===== src/rtl/mef_seq_ctrl.sv =====
// Byte-to-serial sequencer for an external 4-bit pattern detector; counts detector hits.
// Optional MEF_SEQ_CTRL_SAT_EN: hit_cnt saturates at 255 instead of wrapping.
module mef_seq_ctrl (
  input  logic       clk,
  input  logic       clr_n,
  input  logic       in_valid,
  input  logic [7:0] in_byte,
  output logic       in_ready,
  input  logic       cfg_we,
  input  logic [3:0] cfg_seq,
  input  logic       cnt_clr,
  output logic       det_e,
  output logic       det_clr,
  output logic [3:0] det_seq,
  input  logic       det_y,
  output logic [7:0] hit_cnt,
  output logic       hit_pulse,
  output logic       busy,
  output logic       done
);

  typedef enum logic [1:0] {
    ST_IDLE  = 2'd0,
    ST_SHIFT = 2'd1,
    ST_DRAIN = 2'd2,
    ST_DONE  = 2'd3
  } state_t;

  state_t     state_reg;
  logic [7:0] byte_reg;
  logic [2:0] idx_reg;
  logic [3:0] seq_reg;
  logic [7:0] cnt_reg;
  logic       busy_reg;
  logic       done_reg;
  logic       det_clr_reg;

  always_ff @(posedge clk or negedge clr_n) begin
    if (!clr_n) begin
      state_reg   <= ST_IDLE;
      byte_reg    <= 8'h00;
      idx_reg     <= 3'd7;
      seq_reg     <= 4'b0001;
      busy_reg    <= 1'b0;
      done_reg    <= 1'b0;
      det_clr_reg <= 1'b1;
    end else begin
      case (state_reg)
        ST_IDLE: begin
          // The pattern only changes between bytes, so det_seq is stable while scanning.
          if (cfg_we) seq_reg <= cfg_seq;
          if (in_valid) begin
            byte_reg    <= in_byte;
            idx_reg     <= 3'd7;
            state_reg   <= ST_SHIFT;
            busy_reg    <= 1'b1;
            det_clr_reg <= 1'b0;
          end
        end
        ST_SHIFT: begin
          idx_reg <= idx_reg - 3'd1;
          if (idx_reg == 3'd0) state_reg <= ST_DRAIN;
        end
        ST_DRAIN: begin
          // One extra cycle lets a match on the last bit reach det_y before det_clr.
          state_reg   <= ST_DONE;
          done_reg    <= 1'b1;
          det_clr_reg <= 1'b1;
        end
        ST_DONE: begin
          state_reg <= ST_IDLE;
          done_reg  <= 1'b0;
          busy_reg  <= 1'b0;
        end
        default: begin
          state_reg   <= ST_IDLE;
          busy_reg    <= 1'b0;
          done_reg    <= 1'b0;
          det_clr_reg <= 1'b1;
        end
      endcase
    end
  end

  always_ff @(posedge clk or negedge clr_n) begin
    if (!clr_n) begin
      cnt_reg <= 8'h00;
    end else if (cnt_clr) begin
      cnt_reg <= 8'h00;
    end else if (hit_pulse) begin
`ifdef MEF_SEQ_CTRL_SAT_EN
      if (cnt_reg != 8'hFF) cnt_reg <= cnt_reg + 8'd1;
`else
      cnt_reg <= cnt_reg + 8'd1;
`endif
    end
  end

  assign in_ready  = (state_reg == ST_IDLE) && clr_n;
  assign det_e     = (state_reg == ST_SHIFT) && byte_reg[idx_reg];
  assign hit_pulse = det_y && ((state_reg == ST_SHIFT) || (state_reg == ST_DRAIN));
  assign det_clr   = det_clr_reg;
  assign det_seq   = seq_reg;
  assign hit_cnt   = cnt_reg;
  assign busy      = busy_reg;
  assign done      = done_reg;

endmodule


===== config.mk =====
export PLATFORM = sky130hd
export DESIGN_NAME = mef_seq_ctrl
export DESIGN_NICKNAME = d
export VERILOG_FILES = /design/src/rtl/mef_seq_ctrl.sv
export SDC_FILE = /design/constraint.sdc
export NUM_CORES = 1
export LEC_CHECK = 0
export BUFFER_PORTS_ARGS = -buffer_cell sky130_fd_sc_hd__buf_4
export CAP_MARGIN = 0
export CORE_MARGIN = 2
export CORE_UTILIZATION = 50
export DETAILED_ROUTE_END_ITERATION = 10
export PLACE_DENSITY = 0.81
export SKIP_LAST_GASP = 1
export SLEW_MARGIN = 25
export SYNTH_ARGS = -nofsm -noshare
export SYNTH_HDL_FRONTEND = slang
export SYNTH_SLANG_ARGS = --single-unit

===== constraint.sdc =====
create_clock -name clk -period 2.3 [get_ports clk]
set_input_delay 0.115 -clock clk [delete_from_list [all_inputs] [get_ports clk]]
set_output_delay 0.115 -clock clk [all_outputs]
set_load 0.02 [all_outputs]

==> results of run 1 <==
==> cells in the mapped netlist, drive strengths merged, types with 3 or more instances <==
master,number,area share [%]
a21oi,7,2.5
clkbuf,3,0.81
dfrtp,23,41
dfstp,5,9.4
ha,7,6.3
inv,7,1.9
mux2,16,13
mux2i,3,2.1
nand2,7,1.9
nand3,6,2.5
nor2,12,3.2
o21ai,3,1.1
o31ai,3,1.6
==> per-layer routing <==
layer | global-route usage, % | up-vias
met5 | 0 | -
met2 | 31.9 | 22
li1 | - | 522
met1 | 23.8 | 497
met3 | 2.53 | 4
met4 | 4.98 | 0
==> cell usage in the layout, fill, tap and decap left out, types with 3 or more instances in the layout <==
| master | Yosys | routed |
|---|---|---|
| a21oi_1 | 7 | 7 |
| buf_4 | 0 | 35 |
| clkbuf_4 | 0 | 3 |
| dfrtp_1 | 23 | 23 |
| dfstp_2 | 5 | 5 |
| dlygate4sd3_1 | 0 | 9 |
| ha_1 | 7 | 7 |
| inv_1 | 7 | 7 |
| mux2_2 | 16 | 16 |
| mux2i_1 | 3 | 3 |
| nand2_1 | 7 | 7 |
| nand3_1 | 5 | 5 |
| nor2_1 | 12 | 12 |
| o21ai_0 | 3 | 3 |
| o31ai_1 | 3 | 3 |
==> worst reg2reg max path: cells and delay by family, from the launching register on <==
family,cells,cell delay [ps]
multiplexers,1,370
flip-flops,1,420
adder cells (fa/ha/maj),1,310
buffers and inverters,1,80
AND/OR/NAND/NOR,1,190
AO/OA/AOI/OAI,1,320
==> power by group through the flow <==
| stage | sequential (mW) | combinational [mW] | clock [mW] |
|---|---|---|---|
| 2_1_floorplan | 0.909 | 0.583 | 0 |
| 3_3_place_gp | 0.837 | 0.914 | 0 |
| 3_5_place_dp | 0.852 | 0.957 | 0 |
| 4_1_cts | 0.841 | 0.964 | 0.328 |
| 5_1_grt | 0.871 | 1.06 | 0.347 |
| 6_report | 0.841 | 0.962 | 0.319 |
==> path summary, 6_finish.rpt <==
check	start	end	slack, ps	depth (start not counted)
setup / recovery	idx_reg[1]	det_e	400	4
hold / removal	in_byte[4]	byte_reg[4]	10	2
setup reg to reg	state_reg[0]	state_reg[1]	520	5
hold reg to reg	det_clr	det_clr	510	2
max in group asynchronous	clr_n	idx_reg[2]	1770	2
min in group asynchronous	clr_n	byte_reg[1]	220	2
==> cell type report <==
type / instances / area share, %
Sequential cell: 28 / 38.8
Inverter: 7 / 1.44
Tap cell: 31 / 2.13
Timing Repair Buffer: 44 / 19.4
Clock inverter: 1 / 1.65
Multi-Input combinational cell: 85 / 35.3
Clock buffer: 3 / 1.24
==> kinds of logic (layout without fill, tap and decap cells) <==
| logic type | count (synthesis) | after routing | synth area share [%] |
|---|---|---|---|
| mux | 20 | 20 | 16.7 |
| fa+ha+maj | 7 | 7 | 6.27 |
| simple gates | 36 | 36 | 12.8 |
| xor+xnor | 2 | 2 | 1.25 |
| compound gates | 20 | 20 | 9.04 |
| flops | 28 | 28 | 50.6 |
| buf+inv | 12 | 55 | 3.40 |
==> metrics by stage <==
| step | instance area [sq um] | setup WS [ps] | total power [mW] | hold slack, ps |
|---|---|---|---|---|
| after floorplan | 1400 | 648 | 1.49 | -181 |
| after global placement | 1680 | 660 | 1.75 | 50.9 |
| after detailed placement | 1680 | 538 | 1.81 | 54.7 |
| after CTS | 1760 | 384 | 2.13 | 1.69 |
| after global routing | 1820 | 267 | 2.28 | 3.32 |
| final | 1820 | 396 | 2.12 | 11.6 |
==> qor.csv, run 1 <==
stage;metric;value;unit
logic_synthesis;Main synth FF type;dfrtp_1;
routing;WL final;2.87;mm
power;Comb power frac;45.3;%
die;Boundary Pins;36;
sta;final period utilization;82.8;%
cts;Resized Gates After CTS;0;
job;Max Cap Viol;0;
cts;postcts setup bufs;0;
routing;Via density;5.25;
placement;IO buf count;35;
logic_synthesis;Synthesized Nets;150;
power;Max IR drop VDD;805;uV
logic_synthesis;register bit total from synthesis;28;
sta;final hold violation count;0;
die;full die area;0.00323;sq mm
power;clock share of power;15.0;%
cts;clock root cell;clkbuf_4;
grt;GRT Overall Usage;18.3;%
critical_path;Max FO, Critical Path;5;
routing;metal2 WL;1.52;mm
critical_path;Critical Path AT;1790;ps
critical_path;CP Class;reg2out;
logic_synthesis;synth unique cells;31;
critical_path;Worst setup SP type;flip-flop;
logic_synthesis;Post-synth EDFFs;0;
sta;RSZ-0062 raised after global routing;no;
status;status;completed;
logic_synthesis;area of the mapped netlist;0.00140;sq mm
power;Sw Ratio;35.8;%
power;Net Switching;0.759;mW
die;Die Y;56.9;microns
finish;fin util;67.2;%
logic_synthesis;synthesized instance count;125;
cts;Post-CTS Hold Fix Bufs;3;
placement;routability cong.;0.720;
grt;number of global-route vias before repair;1053;
placement;DPL Wire Length;2.12;mm
cts;Clock Path Buffers;2;
finish;register area;707;sq um
finish;Post-Layout Cell Count;199;
routing;Top Metal Used;met4;
cts;clk sinks;28;
routing;ANT nets after route;0;
finish;diode count;0;
finish;fin nets;194;
cts;# H-tree levels;1;
routing;WL per Instance;14.4;microns
routing;DRT met1 WL;1.22;mm
logic_synthesis;Syn Area/Cell;11.2;sq um
die;core area;0.00271;sq mm
critical_path;Max stage delay on crit path;620;ps
routing;met3 WL;104;microns
min_path;worst hold-check path type;in2reg;
routing;vias;1045;
sta;Setup Viol. Count Final;0;
die;Starting Density;51.6;%
sta;Slew Limit Fails;0;
critical_path;CP top delay family;flip-flops;
cts;TritonCTS clock tree;built;
sta;actual slew at the worst max-slew pin;355;ps
power;total internal power;1.36;mW
grt;initial antenna violation count;0;
finish;area delta synth->final;30.3;%
sta;Max-slew headroom;76.3;%
die;Die X;56.9;microns
placement;Placed Cells;186;
routing;Iter 0 DRT Violations;27;
sta;Final TNS setup;0;ps
power;pwr dens;1170;mW/mm^2
routing;number of iterations in the first detailed-routing pass;4;
routing;DRC Markers;0;
finish;area of the multi-input gates;643;sq um
sta;Max Freq;525;MHz
critical_path;Worst setup EP type;output port;
die;row count;19;
power;Leak;0.854;nW
cts;Skew-Pair Late Insertion Delay;330;ps
finish;# fillers;215;
power;sequential share of power;39.6;%
grt;first-pass GRT wire length;4.68;mm
sta;Clock Skews;9.31;ps
sta;fin crit period;1900;ps
critical_path;CP bufs+invs;1;
grt;Overflow after GRT;0;
cts;Clk pin slew, worst setup/hold paths;150;ps
finish;layout cells sized above 1;38.1;%
grt;pin count of the biggest net entering global routing;30;
logic_synthesis;warnings from Yosys;0;
critical_path;Critical-path top delay cell;dfstp_2;
critical_path;Req. time, crit path;2180;ps
cts;Num CTS Buffers;3;
logic_synthesis;register area share after synthesis;50.6;%
critical_path;critical-path cell list;mux4_2 -> nor2_1 -> a311oi_1 -> buf_4;
logic_synthesis;Async SR Flop Fraction;100;%
(Power assumes the default switching activity.)
==> run 2: changes to the inputs <==
- CORE_UTILIZATION: 50 -> 46
- PLACE_DENSITY: 0.81 -> 0.79
- clock period: 2.3 -> 1.65 ns (I/O delays scaled with it)
==> qor.csv, run 2 (synthesis gave the netlist of run 1 again) <==
stage;metric;value;unit
sta;final period utilization;108;%
die;Die Y;59.1;microns
die;Starting Density;46.9;%
die;row count;20;
min_path;Worst Hold Depth;3;
critical_path;Worst setup SP type;flip-flop;
status;failing checks;setup timing;
finish;commonest cells after routing, fill and taps aside;buf_4, dfrtp_1, mux2_2;
sta;actual slew at the worst max-slew pin;353;ps
grt;pin count of the biggest net entering global routing;30;
sta;setup ws final;-139;ps
critical_path;Max FO, Critical Path;3;
placement;DPL Wire Length;2.15;mm
routing;ANT nets after route;0;
grt;initial antenna violation count;0;
cts;Skew-Pair Late Insertion Delay;320;ps
cts;clk sinks;28;
status;status;complete, but fails checks;
die;Boundary Pins;36;
job;Max Cap Viol;0;
sta;RSZ-0062 raised after global routing;yes;
power;Leak;0.914;nW
min_path;Hold Crit Start;det_y;
grt;number of global-route vias before repair;1108;
finish;fin util;66.0;%
critical_path;Max stage delay on crit path;580;ps
critical_path;Req. time, crit path;1570;ps
grt;first-pass GRT wire length;4.77;mm
finish;area of the multi-input gates;676;sq um
sta;Max-slew headroom;76.5;%
min_path;hold endpoint;hit_cnt[1];
min_path;worst hold-check path type;in2reg;
cts;Clk pin slew, worst setup/hold paths;150;ps
placement;Placed Cells;194;
finish;fin nets;207;
routing;WL per Instance;13.3;microns
finish;area delta synth->final;40.6;%
cts;Num CTS Buffers;3;
critical_path;Worst setup EP type;output port;
critical_path;RR Endpoint;hit_cnt[7];
critical_path;CP Class;reg2out;
finish;register area;707;sq um
grt;GRT Overall Usage;17.7;%
routing;Via density;5.15;
finish;post-route cell area;0.00197;sq mm
critical_path;Critical Path AT;1710;ps
placement;routability cong.;0.762;
routing;WL final;2.85;mm
sta;Max Freq;559;MHz
die;Die X;59.1;microns
placement;IO buf count;35;
grt;Overflow after GRT;0;
cts;# H-tree levels;1;
die;core area;0.00298;sq mm
critical_path;worst r2r src;state_reg[1];
placement;placed standard-cell area;0.00173;sq mm
sta;Setup Viol. Count Final;1;
sta;Clock Skews;9.40;ps
routing;DRC Markers;0;
power;pwr dens;1620;mW/mm^2
finish;diode count;0;
power;Max IR drop VDD;831;uV
cts;Clock Path Buffers;2;
sta;final hold violation count;0;
routing;Iter 0 DRT Violations;21;
die;full die area;0.00350;sq mm
routing;vias;1103;
critical_path;worst reg-to-reg path cell count;5;
finish;commonest non-fill, non-tap cell in the layout;buf_4;
critical_path;CP bufs+invs;1;
critical_path;critical-path cell list;mux4_2 -> nor2_1 -> a311oi_1 -> buf_4;
critical_path;CP top delay family;flip-flops;
sta;fin crit period;1790;ps
cts;clock root cell;clkbuf_4;
cts;TritonCTS clock tree;built;
critical_path;Critical-path top delay cell;dfstp_2;
finish;layout cells sized above 1;43.1;%
routing;number of iterations in the first detailed-routing pass;4;
finish;Post-Layout Cell Count;214;
sta;Slew Limit Fails;0;
critical_path;r2r setup slk;100;ps
finish;# fillers;233;
-- run 2: changes by cell type in the layout (fill, tap and decap cells not counted), sizes merged --
cell	delta
dlygate4sd3	+5
buf	+8
-- run 2: area by class of cell --
| cell class | instances | share of cell area, % |
|---|---|---|
| Sequential cell | 28 | 36.0 |
| Timing Repair Buffer | 57 | 23.6 |
| Multi-Input combinational cell | 85 | 34.4 |
| Clock buffer | 3 | 1.15 |
| Tap cell | 33 | 2.10 |
| Inverter | 7 | 1.34 |
| Clock inverter | 1 | 1.53 |
-- run 2: stage by stage --
stage	setup slack [ps]	hold slack (ps)	TNS, ps	total power [mW]
after floorplan	30.7	-213	0	2.08
after global placement	119	15.2	0	2.56
after detailed placement	2.68	22.3	0	2.65
after CTS	-161	0.319	-161	3.18
after global routing	-234	55.0	-234	3.42
final	-139	46.2	-139	3.19
-- run 2: worst reg2reg max path: stages, from the launching register on --
cell and delay, ps:
dfrtp_1 400, inv_2 60, ha_4 290, nand3_4 80
or4_4 520, a21oi_2 140
-- run 2: what timing repair did --
action	4_1_cts	5_1_grt
hold buffers	13	1
setup buffers	1	1
endpoints found under the hold margin	46	1
gates resized for setup	1	7
setup endpoints to repair	3	5
pin swaps	0	1
-- run 2: routing by layer --
layer,track usage [%],vias to the layer above,share of wire [%]
met5,0,-,0
met4,2.92,0,0.42
met3,3.93,4,3.6
met2,31.4,23,52
li1,-,550,-
met1,22.5,526,44
-- run 2: power by group --
group	switching, mW	internal (mW)
Sequential	0.176	0.988
Combinational	0.743	0.843
Clock	0.195	0.246
-- run 2: worst max path at each step --
stage | endpoint | slack [ps] | startpoint | depth (start not counted)
floorplan | det_e | 30 | idx_reg[2] | 4
global placement | hit_cnt[7] | 120 | state_reg[0] | 5
detailed placement | hit_cnt[7] | 3 | state_reg[1] | 5
CTS | det_e | -160 | idx_reg[1] | 4
global route | det_e | -230 | idx_reg[1] | 4
finish | det_e | -140 | idx_reg[1] | 4
